**src/rtl/fetch_buffer_pkg.sv**
```systemverilog
// Shared constants for the instruction fetch buffer and its queue.
package fetch_buffer_pkg;

    // PC value loaded on reset unless the instance overrides it.
    localparam logic [31:0] START_ADDRESS_DEFAULT = 32'h8002_0000;

    // Bytes per fetched instruction word; the PC advances by this amount.
    localparam int unsigned WORD_BYTES = 4;

    // Memory access size encoding for a single word.
    localparam logic [1:0] ACC_SIZE_WORD = 2'b00;

endpackage

```
**src/rtl/fetch_queue.sv**
```systemverilog
// Circular instruction queue: DEPTH entries, head/tail pointers, occupancy
// count and a flush that empties it in one cycle.
module fetch_queue
    import fetch_buffer_pkg::*;
#(
    parameter int DATA_W = 32,
    parameter int DEPTH  = 4,
    parameter int CNT_W  = $clog2(DEPTH + 1)
) (
    input  logic              clock,
    input  logic              reset_n,
    input  logic              flush,
    input  logic              push,
    input  logic [DATA_W-1:0] push_data,
    input  logic              pop,
    output logic [DATA_W-1:0] head_data,
    output logic [CNT_W-1:0]  count
);

    localparam int PTR_W = (DEPTH > 1) ? $clog2(DEPTH) : 1;
    localparam logic [PTR_W-1:0] LAST_PTR = PTR_W'(DEPTH - 1);

    // Pointer increment that wraps at DEPTH, so non-power-of-two depths work.
    function automatic logic [PTR_W-1:0] ptr_inc(input logic [PTR_W-1:0] p);
        return (p == LAST_PTR) ? {PTR_W{1'b0}} : p + PTR_W'(1);
    endfunction

    logic [DATA_W-1:0] mem_q [DEPTH];
    logic [DATA_W-1:0] mem_d [DEPTH];
    logic [PTR_W-1:0]  head_q, head_d;
    logic [PTR_W-1:0]  tail_q, tail_d;
    logic [CNT_W-1:0]  count_q, count_d;
    logic              push_ok_s;
    logic              pop_ok_s;

    // Next-state for storage, pointers and count; flush overrides push/pop.
    always_comb begin
        mem_d     = mem_q;
        head_d    = head_q;
        tail_d    = tail_q;
        count_d   = count_q;
        push_ok_s = push && (count_q != CNT_W'(DEPTH));
        pop_ok_s  = pop && (count_q != {CNT_W{1'b0}});
        if (flush) begin
            head_d  = {PTR_W{1'b0}};
            tail_d  = {PTR_W{1'b0}};
            count_d = {CNT_W{1'b0}};
        end else begin
            if (push_ok_s) begin
                mem_d[tail_q] = push_data;
                tail_d        = ptr_inc(tail_q);
            end else begin
                tail_d = tail_q;
            end
            if (pop_ok_s) begin
                head_d = ptr_inc(head_q);
            end else begin
                head_d = head_q;
            end
            case ({push_ok_s, pop_ok_s})
                2'b10:   count_d = count_q + CNT_W'(1);
                2'b01:   count_d = count_q - CNT_W'(1);
                default: count_d = count_q;
            endcase
        end
    end

    // Queue state registers; storage is cleared so the head reads zero after reset.
    always_ff @(posedge clock or negedge reset_n) begin
        if (!reset_n) begin
            for (int i = 0; i < DEPTH; i++) begin
                mem_q[i] <= {DATA_W{1'b0}};
            end
            head_q  <= {PTR_W{1'b0}};
            tail_q  <= {PTR_W{1'b0}};
            count_q <= {CNT_W{1'b0}};
        end else begin
            mem_q   <= mem_d;
            head_q  <= head_d;
            tail_q  <= tail_d;
            count_q <= count_d;
        end
    end

    assign head_data = mem_q[head_q];
    assign count     = count_q;

endmodule

```
**src/rtl/fetch_buffer.sv**
```systemverilog
// Instruction fetch buffer: issues sequential word fetches under a credit
// limit, queues returned instructions for decode, and handles redirects by
// flushing the queue and discarding responses still in flight.
module fetch_buffer
    import fetch_buffer_pkg::*;
#(
    parameter int                DATA_W        = 32,
    parameter int                ADDR_W        = 32,
    parameter int                DEPTH         = 4,
    parameter logic [ADDR_W-1:0] START_ADDRESS = ADDR_W'(START_ADDRESS_DEFAULT)
) (
    input  logic              clock,
    input  logic              reset_n,
    output logic [ADDR_W-1:0] mem_addr,
    output logic              mem_req,
    input  logic              mem_busy,
    output logic [1:0]        mem_acc_size,
    input  logic              mem_rvalid,
    input  logic [DATA_W-1:0] mem_rdata,
    input  logic              redirect_valid,
    input  logic [ADDR_W-1:0] redirect_pc,
    input  logic              stall,
    output logic              insn_valid,
    output logic [DATA_W-1:0] insn,
    output logic [ADDR_W-1:0] insn_pc,
    output logic              proto_err
);

    localparam int CNT_W = $clog2(DEPTH + 1);
    localparam int SUM_W = CNT_W + 1;

    logic [ADDR_W-1:0] pc_q, pc_d;
    logic [ADDR_W-1:0] out_pc_q, out_pc_d;
    logic [CNT_W-1:0]  inflight_q, inflight_d;
    logic [CNT_W-1:0]  drop_q, drop_d;
    logic              proto_err_q, proto_err_d;

    logic [CNT_W-1:0]  count_s;
    logic              rvalid_ok_s;
    logic              credit_ok_s;
    logic              accept_s;
    logic              push_s;
    logic              pop_s;
    logic [ADDR_W-1:0] redirect_aligned_s;
    logic              unused_redirect_lsb_s;

    // Request, response and pop qualifiers. Requests are held off during
    // reset and while a redirect is being applied.
    always_comb begin
        redirect_aligned_s = {redirect_pc[ADDR_W-1:2], 2'b00};
        rvalid_ok_s        = mem_rvalid && (inflight_q != {CNT_W{1'b0}});
        credit_ok_s        = ({1'b0, count_s} + {1'b0, inflight_q}) < SUM_W'(DEPTH);
        mem_req            = reset_n && !redirect_valid && credit_ok_s;
        accept_s           = mem_req && !mem_busy;
        push_s             = rvalid_ok_s && (drop_q == {CNT_W{1'b0}}) && !redirect_valid;
        pop_s              = insn_valid && !stall && !redirect_valid;
    end

    // Next-state for PCs, outstanding/drop counters and the sticky error.
    always_comb begin
        pc_d        = pc_q;
        out_pc_d    = out_pc_q;
        inflight_d  = inflight_q;
        drop_d      = drop_q;
        proto_err_d = proto_err_q || (mem_rvalid && (inflight_q == {CNT_W{1'b0}}));
        case ({accept_s, rvalid_ok_s})
            2'b10:   inflight_d = inflight_q + CNT_W'(1);
            2'b01:   inflight_d = inflight_q - CNT_W'(1);
            default: inflight_d = inflight_q;
        endcase
        if (redirect_valid) begin
            // No request is accepted here, so inflight_d already excludes any
            // response arriving this cycle: everything still outstanding is stale.
            pc_d     = redirect_aligned_s;
            out_pc_d = redirect_aligned_s;
            drop_d   = inflight_d;
        end else begin
            if (accept_s) begin
                pc_d = pc_q + ADDR_W'(WORD_BYTES);
            end else begin
                pc_d = pc_q;
            end
            if (pop_s) begin
                out_pc_d = out_pc_q + ADDR_W'(WORD_BYTES);
            end else begin
                out_pc_d = out_pc_q;
            end
            if (rvalid_ok_s && (drop_q != {CNT_W{1'b0}})) begin
                drop_d = drop_q - CNT_W'(1);
            end else begin
                drop_d = drop_q;
            end
        end
    end

    // Fetch-side state registers.
    always_ff @(posedge clock or negedge reset_n) begin
        if (!reset_n) begin
            pc_q        <= START_ADDRESS;
            out_pc_q    <= START_ADDRESS;
            inflight_q  <= {CNT_W{1'b0}};
            drop_q      <= {CNT_W{1'b0}};
            proto_err_q <= 1'b0;
        end else begin
            pc_q        <= pc_d;
            out_pc_q    <= out_pc_d;
            inflight_q  <= inflight_d;
            drop_q      <= drop_d;
            proto_err_q <= proto_err_d;
        end
    end

    fetch_queue #(
        .DATA_W (DATA_W),
        .DEPTH  (DEPTH),
        .CNT_W  (CNT_W)
    ) u_queue (
        .clock     (clock),
        .reset_n   (reset_n),
        .flush     (redirect_valid),
        .push      (push_s),
        .push_data (mem_rdata),
        .pop       (pop_s),
        .head_data (insn),
        .count     (count_s)
    );

    assign mem_addr              = pc_q;
    assign mem_acc_size          = ACC_SIZE_WORD;
    assign insn_valid            = (count_s != {CNT_W{1'b0}});
    assign insn_pc               = out_pc_q;
    assign proto_err             = proto_err_q;
    assign unused_redirect_lsb_s = ^redirect_pc[1:0];

endmodule

```
**config.mk**
```make
export PLATFORM = sky130hd
export DESIGN_NAME = fetch_buffer
export DESIGN_NICKNAME = d
export VERILOG_FILES = /design/src/rtl/fetch_buffer_pkg.sv /design/src/rtl/fetch_queue.sv /design/src/rtl/fetch_buffer.sv
export SDC_FILE = /design/constraint.sdc
export NUM_CORES = 1
export LEC_CHECK = 0
export ABC_CLOCK_PERIOD_IN_PS = 7050
export CAP_MARGIN = 20
export CORE_UTILIZATION = 35
export CTS_CLUSTER_SIZE = 25
export DETAILED_ROUTE_END_ITERATION = 10
export SETUP_SLACK_MARGIN = 0.4
export SYNTH_ARGS = -nofsm -noshare
export SYNTH_HDL_FRONTEND = slang
export SYNTH_HIERARCHICAL = 1
export SYNTH_SLANG_ARGS = --single-unit
```
**constraint.sdc**
```tcl
create_clock -name clock -period 7.05 [get_ports clock]
set_input_delay 0.705 -clock clock [delete_from_list [all_inputs] [get_ports clock]]
set_output_delay 0.705 -clock clock [all_outputs]
set_load 0.1 [all_outputs]
```
==> key figures <==
Run status
  – Outcome: completed

Floorplan
  – Die width: 175 um
  – Row count: 63
  – Initial Util: 0.355
  – Die height: 175 um
  – Core area: 29600 um2
  – I/O pins: 171
  – Die area: 30700 um2

Synthesis
  – Post-synthesis cell type count: between 60 and 70
  – Post-synthesis sequential area ratio: 0.482
  – Ys async rst share: 1.00
  – Post-synth EDFFs: 0
  – Synth Cell Area: around 10000 um2
  – Ys flop type: dfrtp_1
  – Share of the synthesized area in the top cell type: 0.472
  – Dominant cells by area after synthesis: dfrtp_1, mux2_2, mux4_2, mux2_4, nand4_1
  – Synthesized area per cell: roughly 12 um2
  – Synthesis-stage register bit count: 202
  – Syn Inst Count: 860
  – Ys Warns: 6
  – Area leader, netlist: dfrtp_1

Power and ir drop
  – Peak supply drop: 0.000166 V
  – Switching part of the total: 0.408
  – Pwr/cell area: about 340 nW/um2
  – Clk pwr share: 0.290
  – P_leak: 5.60 nW
  – Flop pwr share: 0.327
  – Internal: 2.64 mW
  – P_sw: between 1.5 and 2 mW
  – Share of total power in combinational logic: 0.384

CTS
  – Clock-pin slew on the worst setup and hold paths: 0.06 ns
  – Worst-Skew Late Latency: 0.51 ns
  – Post-CTS Hold Buffers: 0
  – CTS tree: built
  – Total CTS buffers: 24
  – H-tree Lvls: 1
  – Setup bufs post-CTS: 0
  – Sink Count: ~200
  – CTS root buffer: clkbuf_16
  – Post-CTS Resized: 0
  – Clock Path Buffers: 3

Critical path
  – R2R depth: 11
  – Worst Setup EP: mem_req
  – CP max FO: 12
  – Largest delay share family, worst path: buffers and inverters
  – Critical Path End Type: output pin
  – CP Depth: 4
  – R2r setup slk: 2.89 ns
  – Critical Path RT: 6.34 ns
  – CP Launch Point: u_queue/count[2]
  – Worst r2r dst: drop_q[2]
  – CP Launch Type: register
  – Arr. time, crit path: 3.85 ns
  – CP Buf/Inv Count: 1
  – FF-to-FF Start: u_queue/count[2]
  – CP max stage delay: 1.22 ns
  – CP Class: register to output pin
  – Cell Chain, Critical Path: ha_1 > or4b_1 > a311oi_1 > clkdlybuf4s50_1
  – Worst path slowest cell: clkdlybuf4s50_1

STA
  – Fin Clk Skew: 0.00484 ns
  – Final hold vios: 0
  – RSZ-0062 raised after global routing: no
  – Final worst slack: 2.49 ns
  – FMAX: 220 MHz
  – Slew of the pin with the lowest slew margin: 1.05 ns
  – Finish-stage setup viols: 0
  – Rel. slew slack: 0.299
  – Final period util: 0.646
  – TNS Setup: 0 ns
  – Final min period: ~4.6 ns
  – Final Max Tran Viols: 0

Placed design
  – Hpwl dp: 17800 um
  – Pre-CTS setup slack: roughly 2.4 ns
  – I/O Buffers: 162
  – RD Place Congestion: 0.856

Route
  – Detailed Route WL: ~27000 um
  – Final ANT Viol Nets: 0
  – Routed len/inst: just under 20 um
  – DR pass1 iterations: 5
  – Via total after detailed routing: 7743
  – Initial drt markers: 410
  – DRC Markers: 0
  – Vias per cell: 5.48

Global route
  – GRT Residual Overflow: 0
  – Antenna violations before repair: 1
  – Vias in the first global route: 7714
  – First-pass GRT wire length: around 43000 um
  – Total GRT Usage: 0.178
  – Largest net degree at the start of global routing: 100

Cells and area
  – Final Core Density: 0.448
  – Layout net count: 1087
  – Area Growth Syn to Fin: 26.0%
  – Share of cells above drive strength 1: 0.226

Min path
  – Hold crit path type: input port to async pin

Job
  – Max cap viols: 0
state kept, by name (all words and copies together) (netlist names):
register,flops
u_queue/count,3
u_queue/tail_q,2
insn_pc,30
drop_q,3
u_queue/head_q,2
mem_addr,30
proto_err,1
inflight_q,3
u_queue/mem_q,128
power by group through the flow:
stage / clock (mW) / combinational (mW) / sequential (mW)
finish: 1.29 / 1.71 / 1.45
global placement: 0 / 1.70 / 1.46
detailed placement: 0 / 1.72 / 1.46
floorplan: 0 / 1.05 / 1.71
global route: 1.38 / 1.78 / 1.48
CTS: 1.34 / 1.72 / 1.45
Yosys cell counts, drive strengths merged (13+ instances only):
cell type and n:
o21ai 23, nand3 37, or4 19, buf 35, inv 27, clkbuf 27
o31ai 13, a31oi 17, dfrtp 198, and3 13, nor3 14, nor4 13
o311ai 15, nor2 30, mux2 135, nand4 31, nand2 46, mux4 32
placed cells by master, fill, tap and decap left out, drive strengths merged, types with 4 or more instances in the layout:
master and instances:
inv 27, and3 13, or4 19, nor3 14, a21oi 11, nand2 46
mux2 135, a211o 4, a22oi 4, and4 8, mux4 32, or3 6
buf 14, a311o 6, o211ai 8, dfrtp 198, nand3b 4, o31a 5
nor4 13, nor2 30, xnor2 10, o21ai 23, o311ai 15, clkbuf 35
clkinv 5, nand4 31, nand2b 6, xor2 7, bufinv 4, conb 6
ha 11, clkdlybuf4s50 160, dfstp 4, o31ai 13, nor2b 4, a31oi 17
mux2i 7, nand3 37
through the flow:
| step | power [mW] | area (um2) | instances | hold WS [ns] |
|---|---|---|---|---|
| 2_1_floorplan | 2.76 | 10500 | 865 | 0.409 |
| 3_3_place_gp | 3.16 | 12400 | 1366 | 0.442 |
| 3_5_place_dp | 3.18 | 12400 | 1366 | 0.458 |
| 4_1_cts | 4.51 | 13200 | 1409 | 0.291 |
| 5_1_grt | 4.63 | 13200 | 1411 | 0.322 |
| 6_report | 4.45 | 13200 | 1412 | 0.278 |
logic make-up after synthesis:
group / share of synthesized area
AND/OR/NAND/NOR: 0.128
flip-flops: 0.482
multiplexers: 0.231
AO/OA/AOI/OAI: 0.0839
buffers and inverters: 0.0435
XOR/XNOR: 0.0142
adder cells (fa/ha/maj): 0.0169
other: 0.000357
layer usage:
| layer | vias up | GRT usage | wire length (um) |
|---|---|---|---|
| met3 | 31 | 0.0368 | 1910 |
| li1 | 3550 | - | - |
| met1 | 3923 | 0.248 | 12500 |
| met5 | - | 0 | 0 |
| met4 | 0 | 0.0344 | 371 |
| met2 | 239 | 0.288 | 12600 |
area by class of cell:
type	instances	area (um2)
fillers	2759	16300
flip-flops and latches	202	5060
multi-input cells	573	5010
repair buffers	175	1740
clock buffers	34	669
well taps	390	488
clock inverters	9	148
inverters	28	105
diodes	1	2.50
worst min path at each step:
| stage | from | end | slack, ns | cells past startpoint |
|---|---|---|---|---|
| after CTS | reset_n | u_queue/mem_q[105] | 0.29 | 1 |
| final | reset_n | u_queue/mem_q[103] | 0.28 | 1 |
| after global placement | proto_err | proto_err | 0.44 | 1 |
| after detailed placement | proto_err | proto_err | 0.46 | 1 |
| after global routing | reset_n | u_queue/mem_q[105] | 0.32 | 1 |
| after floorplan | reset_n | drop_q[0] | 0.41 | 0 |
Power figures use the tool's default switching activity.
